--- src/rtl/rep3_pkg.sv ---
// Shared definitions for the triple-repetition link (transmitter and majority-decoding receiver).
// Repetition count and FSM state encoding live here so both ends agree.
package rep3_pkg;

    localparam int REP_N = 3;
    localparam logic [1:0] REP_LAST = 2'(REP_N - 1);

    typedef enum logic {
        IDLE = 1'b0,
        SEND = 1'b1
    } rep3_state_e;

endpackage

--- src/rtl/rep3_tx_if.sv ---
// Word-source handshake into the repetition transmitter: source drives din/din_valid,
// transmitter answers with din_ready.
interface rep3_tx_if #(
    parameter int DATA_W = 8
);
    logic [DATA_W-1:0] din;
    logic              din_valid;
    logic              din_ready;

    modport master (
        output din,
        output din_valid,
        input  din_ready
    );

    modport slave (
        input  din,
        input  din_valid,
        output din_ready
    );
endinterface

--- src/rtl/rep3_rep_ctr.sv ---
// Mod-3 repetition counter with enable, synchronous clear and terminal-count flag (count==2).
// Shared by the transmitter and the majority-decoding receiver.
module rep3_rep_ctr
    import rep3_pkg::*;
(
    input  logic       clk,
    input  logic       rst,
    input  logic       en_i,
    input  logic       clr_i,
    output logic [1:0] cnt_o,
    output logic       tc_o
);

    logic [1:0] cnt_q;
    logic [1:0] cnt_d;

    always_comb begin
        cnt_d = cnt_q;
        if (clr_i) begin
            cnt_d = 2'd0;
        end else if (en_i) begin
            cnt_d = (cnt_q == REP_LAST) ? 2'd0 : cnt_q + 2'd1;
        end
    end

    always_ff @(posedge clk) begin
        if (rst) begin
            cnt_q <= 2'd0;
        end else begin
            cnt_q <= cnt_d;
        end
    end

    assign cnt_o = cnt_q;
    assign tc_o  = (cnt_q == REP_LAST);

endmodule

--- src/rtl/rep3_tx.sv ---
// Triple-repetition serial transmitter: shifts a word out MSB-first, each bit held three cycles.
// Optional feature macro: REP3_TX_PARITY_EN appends an even-parity bit after the LSB.
module rep3_tx
    import rep3_pkg::*;
#(
    parameter int DATA_W = 8
) (
    input  logic       clk,
    input  logic       rst,
    rep3_tx_if.slave   s,
    output logic       tx_bit,
    output logic       tx_valid,
    output logic       tx_sof,
    output logic       tx_eof,
    output logic       busy
);

`ifdef REP3_TX_PARITY_EN
    localparam int NBITS = DATA_W + 1;
`else
    localparam int NBITS = DATA_W;
`endif
    localparam int CNT_W = $clog2(DATA_W + 1);
    localparam logic [CNT_W-1:0] LAST_BIT = CNT_W'(NBITS - 1);

    rep3_state_e      state_q;
    logic [NBITS-1:0] shift_q;
    logic [CNT_W-1:0] bit_cnt_q;

    logic [1:0]       rep_cnt;
    logic             rep_tc;
    logic             sending;
    logic             last_copy;
    logic             ready;
    logic             load;
    logic [NBITS-1:0] load_word;

    assign sending   = (state_q == SEND);
    assign last_copy = sending && rep_tc && (bit_cnt_q == LAST_BIT);
    // Ready never looks at din_valid, so there is no combinational loop through the source.
    assign ready     = !sending || last_copy;
    assign load      = s.din_valid && ready;

`ifdef REP3_TX_PARITY_EN
    assign load_word = {s.din, ^s.din};
`else
    assign load_word = s.din;
`endif

    rep3_rep_ctr u_rep_ctr (
        .clk   (clk),
        .rst   (rst),
        .en_i  (sending),
        .clr_i (load),
        .cnt_o (rep_cnt),
        .tc_o  (rep_tc)
    );

    always_ff @(posedge clk) begin
        if (rst) begin
            state_q   <= IDLE;
            shift_q   <= '0;
            bit_cnt_q <= '0;
        end else if (load) begin
            state_q   <= SEND;
            shift_q   <= load_word;
            bit_cnt_q <= '0;
        end else if (sending && rep_tc) begin
            shift_q <= {shift_q[NBITS-2:0], 1'b0};
            if (bit_cnt_q == LAST_BIT) begin
                state_q   <= IDLE;
                bit_cnt_q <= '0;
            end else begin
                bit_cnt_q <= bit_cnt_q + CNT_W'(1);
            end
        end
    end

    assign s.din_ready = ready;
    assign tx_bit      = sending && shift_q[NBITS-1];
    assign tx_valid    = sending;
    assign tx_sof      = sending && (bit_cnt_q == '0) && (rep_cnt == 2'd0);
    assign tx_eof      = last_copy;
    assign busy        = sending;

endmodule

--- src/flat_wrapper.sv ---
// flat-port wrapper written by rule: the top's interface ports become plain ports
module rep3_tx_flat import rep3_pkg::*;
#(
    parameter int DATA_W = 8
)
  (clk, rst, tx_bit, tx_valid, tx_sof, tx_eof, busy, s_din, s_din_valid, s_din_ready);
  rep3_tx_if #(.DATA_W(DATA_W)) s_i ();
  input  logic clk;
  input  logic rst;
  output logic tx_bit;
  output logic tx_valid;
  output logic tx_sof;
  output logic tx_eof;
  output logic busy;
  input wire logic [$bits(s_i.din)-1:0] s_din;
  input wire logic [$bits(s_i.din_valid)-1:0] s_din_valid;
  output wire logic [$bits(s_i.din_ready)-1:0] s_din_ready;
  assign s_i.din = s_din;
  assign s_i.din_valid = s_din_valid;
  assign s_din_ready = s_i.din_ready;
  rep3_tx #(.DATA_W(DATA_W)) u_core (.clk(clk), .rst(rst), .s(s_i), .tx_bit(tx_bit), .tx_valid(tx_valid), .tx_sof(tx_sof), .tx_eof(tx_eof), .busy(busy));
endmodule
--- config.mk ---
export PLATFORM = sky130hd
export DESIGN_NAME = rep3_tx_flat
export DESIGN_NICKNAME = d
export VERILOG_FILES = /design/src/rtl/rep3_pkg.sv /design/src/rtl/rep3_tx_if.sv /design/src/rtl/rep3_rep_ctr.sv /design/src/rtl/rep3_tx.sv /design/src/flat_wrapper.sv
export SDC_FILE = /design/constraint.sdc
export NUM_CORES = 1
export LEC_CHECK = 0
export BUFFER_PORTS_ARGS = -buffer_cell sky130_fd_sc_hd__clkbuf_2
export CORE_UTILIZATION = 53
export DETAILED_ROUTE_END_ITERATION = 8
export PLACE_DENSITY = 0.79
export RECOVER_POWER = 50
export SETUP_SLACK_MARGIN = 0.1
export SLEW_MARGIN = 20
export SYNTH_ARGS = -nofsm -noshare
export SYNTH_HDL_FRONTEND = slang
export SYNTH_HIERARCHICAL = 1
export SYNTH_SLANG_ARGS = --single-unit
export TNS_END_PERCENT = 10
--- constraint.sdc ---
create_clock -name clk -period 1.7 [get_ports clk]
set_input_delay 0.425 -clock clk [delete_from_list [all_inputs] [get_ports clk]]
set_output_delay 0.425 -clock clk [all_outputs]
set_load 0.03 [all_outputs]
Word level (Yosys, flattened, before mapping):

Index checks and enable logic that the tools add are counted.

* bits in registers: 15
* latch bits: 0
* memory bits (writable): 0
* ROM bits: 0
* input bits: 11
* output and inout bits: 6
* memories kept: 0

* add/subtract/negate cells: 2
* multipliers: 0
* div/mod/pow operators: 0
* magnitude comparators: 0
* eq/ne operators: 2
* shifts and indexed selects: 0
* mux-type cells: 7
* bitwise operators: 0
* reductions and logical operators: 14

Operator list (count)
* $mux 8: 2
* $logic_and 1x1->1: 6
* $add 4x1->4 const B: 1
* $eq 4x3->1 const B: 1
* $logic_not 4->1: 1
* $mux 4: 1
* $reduce_bool 2->1: 2
* $mux 1: 3
* $add 2x1->2 const B: 1
* $eq 2x2->1 const B: 1
* $logic_not 2->1: 1
* $mux 2: 1
* $reduce_and 2->1: 1
* $reduce_or 2->1: 1
* $logic_not 1->1: 1
* $logic_or 1x1->1: 1

Logic depth before layout (Yosys ltp):

* depth after elaboration: 7
* mapped depth: 5

By module:

Netlist, hierarchy kept.

By module, submodules not included
* rep3_tx: times used 1, cells each 92, area each 794.5 um^2
* rep3_rep_ctr: times used 1, cells each 9, area each 96.3 um^2

Worst setup path before layout:

Ideal clock, no wire load.

* path type: reg2out
* start: register u_core.state_q, in the netlist u_core/busy
* end: output port tx_sof
* arrival: 1.681 ns
* setup slack: -0.406 ns
* stages on the path, launching flop included: 5
* cells stage by stage: dfxtp_1 buf_4 clkbuf_2 nand3_1 nor3_1

* longest elaborated chain between the ends: 2

Ends and longest elaborated chain
* start, declared: RTL line rep3_tx.sv:26 `rep3_state_e state_q;`
* start signal, assigned: RTL line rep3_tx.sv:61 `state_q <= IDLE;`
* start signal, assigned: RTL line rep3_tx.sv:65 `state_q <= SEND;`
* start signal, assigned: RTL line rep3_tx.sv:71 `state_q <= IDLE;`
* $logic_and 1x1->1 (2 in series): RTL line rep3_tx.sv:82 `assign tx_sof = sending && (bit_cnt_q == '0) && (rep_cnt == 2'd0);`
* end, declared: RTL line flat_wrapper.sv:12 `output logic tx_sof;`

No other way between the ends.

Worst setup path in the final report:

* start: register u_core.bit_cnt_q[1]
* end: output port s_din_ready

* longest elaborated chain between the ends: 3

Ends and longest elaborated chain
* start, declared: RTL line rep3_tx.sv:28 `logic [CNT_W-1:0] bit_cnt_q;`
* start signal, assigned: RTL line rep3_tx.sv:74 `bit_cnt_q <= bit_cnt_q + CNT_W'(1);`
* $eq 4x3->1: RTL line rep3_tx.sv:39 `assign last_copy = sending && rep_tc && (bit_cnt_q == LAST_BIT);`
* $logic_and 1x1->1: RTL line rep3_tx.sv:39
* $logic_or 1x1->1: RTL line rep3_tx.sv:41 `assign ready = !sending || last_copy;`
* end, declared: RTL line flat_wrapper.sv:17 `output wire logic [$bits(s_i.din_ready)-1:0] s_din_ready;`

No other way between the ends.

==> results.md <==
- The worst setup path is of the reg -> out kind.
- Counting every sink on the clock net gives 15.
- On the final layout, the worst clock skew is 0.00812 ns.
- Walking the worst path, the cells encountered are ha_4, and3b_4, a21bo_4, buf_8.
- The CTS tree is yes.
- Detailed placement ended at an HPWL of 1.24 mm.
- The insertion delay of the later-clocked pin in the worst-skew pair is around 0.29 ns.
- Of the synthesized area, sequential elements account for around a third.
- The filler cells instantiated in the layout total 110.
- The checks that failed: setup timing.
- Routability-driven placement finished with a final weighted congestion of between 0.7 and 0.8.
- The largest net degree at the start of global routing is 20.
- VDD sags by at most 0.457 mV.
- The path category of the worst min-delay check is in -> reg.
- The data arrival time of the critical path is between 1 and 1.5 ns.
- The area growth from synthesis to final layout is 30.8%.
- The biggest cell delay along the critical path is around 0.37 ns.
- STA classifies the critical path endpoint as an output pin.
- The die span in y is roughly 43 µm.
- The initial antenna violation count was 0.
- The placeable core region is 0.00154 mm².
- The critical path's top delay family is flip-flops.
- The number of synthesized register bits is 15.
- The cell-internal power is ~0.00053 W.
- The number of buffers inserted by port buffering is 16.
- The total of max-cap violations is 0.
- The number of optimization iterations in the first detailed-route pass is 4.
- The final count of pins violating max slew is 0.
- Per report_power, the clock group accounts for 27.9% of the total.
- The floorplan has 14 rows.
- The Yosys warning count is 6.
- After detailed routing, the average wire length per cell comes to between 10 and 15 µm.
- The count of buffering cells on the critical path with inverters included is 1.
- Setup violations remaining at the end of the flow were counted as 3.
- The number of inserted diodes is 0.
- At the placement stage, the worst setup path has a slack of 0.0869 ns.
- The initial DRC count is 25.
- The effective utilization at floorplan is a little under 60%.
- The first global-routing pass estimated 3.28 mm of wire.
- Setup repair after global routing could not meet its margin everywhere.
- The flow ran to the end, but the final reports show violations.
- The count of mapped cells out of synthesis is between 100 and 150.
- The H-tree level count is 1.
- Counting I/O delays and the setup requirement, the final critical path takes about 1.8 ns.
- Summed over all failing endpoints, the final setup total negative slack is -0.174 ns.
- The number of nets still failing antenna checks after routing is 0.
- The via density per instance is between 5 and 6.
- The logic gate share of total power is 21.0%.
- For this run, design rule violations remaining after detail routing come to 0.
- The data required time of the worst path is roughly 1.3 ns.
- The routed layout has 816 vias.
- The total die area is between 0.0015 and 0.002 mm².
- In this run the tightest slew margin relative to its limit is between 70% and 80%.
- The achievable clock frequency is roughly 0.56 GHz.
- The via count of the first global-routing pass is 795.
- The part of the total power dissipated in sequential elements is 51.1%.
- The start of the worst register-to-register path is u_core/bit_cnt_q[1].
- The share of synthesized flip-flops with an asynchronous set or reset is 0%.
- The global route total overflow is 0.
- The final hold violation count was 0.
- In the synthesized netlist the dominant register cell turns out to be sky130_fd_sc_hd__dfxtp_1.
- In the global route stage, overall resource usage came out at a little under a quarter.
- The average cell area after synthesis is between 8 and 9 µm².
- The clock tree root driver cell is sky130_fd_sc_hd__clkbuf_4.
- The worst setup slack after layout is -0.0774 ns.
- During I/O placement, the number of pins put on the boundary was 17.
- The power per unit of standard cell area is ~640 mW/mm².
- In this run switching power makes up 29.8% of total power.
- The net count of the finished layout is around 140.
- The startpoint of the worst setup timing path is u_core/bit_cnt_q[1].
- The maximum count of clock buffers along a single path is 2.
- The clock slew seen by the registers of the worst setup and hold paths is roughly 0.10 ns.
- The slew at the pin closest to its max-slew limit is around 0.33 ns.
- The library cell contributing the largest single delay on the critical path is sky130_fd_sc_hd__dfxtp_4.
- The static leakage is 0.499 nW.
- In this run, CTS created clock tree buffers numbering 3.
- The share of cells above drive strength 1 is approximately 43%.
- Yosys mapped a number of flops with a built-in enable equal to 0.
- The startpoint identified for the worst hold timing path is s_din[3].
- For this run, the share of the core covered by cells in the final layout is between 70% and 80%.
- The biggest fanout along the worst timing path is 4.
- Of the available clock period, the critical path in the final layout requires 105%.
- The startpoint type of the worst setup path is a register.
- The number of different library cells in the post-synthesis netlist is 32.
- Summed over all layers, the routed wires come to just under 2 mm.
- Synthesis produced a netlist with a net count of between 100 and 150.
- The cell area after synthesis is approximately 890 µm².
- For this design the total switching power over the nets is approximately 0.00022 W.
- In this run the horizontal extent of the chip is 43 µm.
cells in the final DEF, fill, tap and decap left out, types with 3 or more instances in the layout:
| cell | netlist | final |
|---|---|---|
| sky130_fd_sc_hd__inv_1 | 4 | 3 |
| sky130_fd_sc_hd__mux2i_1 | 8 | 8 |
| sky130_fd_sc_hd__clkbuf_2 | 1 | 14 |
| sky130_fd_sc_hd__nor2_1 | 12 | 12 |
| sky130_fd_sc_hd__buf_4 | 3 | 7 |
| sky130_fd_sc_hd__nand2_1 | 6 | 6 |
| sky130_fd_sc_hd__clkbuf_4 | 0 | 3 |
| sky130_fd_sc_hd__a211oi_1 | 4 | 3 |
| sky130_fd_sc_hd__o21ai_0 | 4 | 4 |
| sky130_fd_sc_hd__a2111oi_2 | 4 | 4 |
| sky130_fd_sc_hd__nand2b_1 | 10 | 10 |
| sky130_fd_sc_hd__dfxtp_1 | 15 | 11 |
| sky130_fd_sc_hd__dfxtp_4 | 0 | 3 |
metrics by stage:
step                cells  total power [W]  cell area (µm²)  hold slack [ns]
floorplan             101         0.000494              905            0.460
global placement      129         0.000526              987            0.477
detailed placement    129         0.000530              987            0.477
CTS                   137         0.000752             1130            0.445
global route          139         0.000784             1160            0.449
finish                139         0.000750             1160            0.450
cell type report:
cell class,instances,area [µm²],area share (%)
flip-flops and latches,15,313,26.9
multi-input cells,75,609,52.3
inverters,4,17.5,1.50
repair buffers,25,178,15.3
clock buffers,3,22.5,1.93
clock inverters,1,5.00,0.430
well taps,16,20.0,1.72
synthesized netlist by cell type (all sizes together) (2+ instances only):
cell / count / area, µm²
a2111oi: 4 / 60.1
a211oi: 5 / 42.5
a21oi: 3 / 15.0
a311oi: 2 / 17.5
and2: 2 / 12.5
buf: 3 / 22.5
clkbuf: 4 / 16.3
dfxtp: 15 / 300
ha: 2 / 25.0
inv: 4 / 15.0
mux2i: 8 / 80.1
nand2: 6 / 22.5
nand2b: 10 / 62.6
nand3: 2 / 10.0
nor2: 12 / 45.0
nor3: 2 / 10.0
o21ai: 4 / 20.0
worst min-delay path, cell delays in order:
cell                        delay [ns]
sky130_fd_sc_hd__clkbuf_2         0.09
sky130_fd_sc_hd__nor2_1           0.12
sky130_fd_sc_hd__a2111oi_2        0.06
power groups by stage:
stage               clock (W)  sequential (W)  combinational, W
floorplan                   0        0.000389          0.000104
global placement            0        0.000394          0.000133
detailed placement          0        0.000394          0.000135
CTS                  0.000216        0.000385          0.000151
global route         0.000228        0.000387          0.000169
finish               0.000209        0.000383          0.000157
state kept, by name (all words and copies together) (netlist names):
register / cells
u_core/u_rep_ctr/cnt_o: 2
u_core/bit_cnt_q: 4
u_core/busy: 1
u_core/shift_q: 8
what timing repair did:
item / in CTS / in global routing
hold buffers: 0 / 0
setup endpoints to repair: 4 / 4
endpoints found under the hold margin: 0 / 0
pin swaps: 4 / 5
buffers inserted: 4 / 2
gates resized for setup: 23 / 7
per-layer routing:
| layer | part of all wire [%] | wire length [µm] | vias to the layer above | track usage (%) |
|---|---|---|---|---|
| met3 | 4.6 | 90 | 2 | 5.11 |
| met5 | 0 | 0 | - | 0 |
| met2 | 49 | 974 | 29 | 37.9 |
| met4 | 0.96 | 19 | 0 | 12.1 |
| met1 | 45 | 888 | 375 | 29.8 |
| li1 | - | - | 410 | - |
kinds of logic after synthesis:
family,synth area share [%]
and+or+nand+nor,25.8
AOI/OAI and AO/OA,21.3
DFF,33.7
buffers and inverters,6.04
muxes,10.3
adders and majority gates,2.81
final timing paths:
check / to / slack [ns] / depth (start not counted)
setup / recovery: s_din_ready / -0.08 / 4
hold / removal: u_core/shift_q[3] / 0.45 / 3
setup reg to reg: u_core/bit_cnt_q[3] / 0.02 / 6
hold reg to reg: u_core/shift_q[7] / 0.49 / 2
No activity file was read; power rests on OpenSTA's default activity.
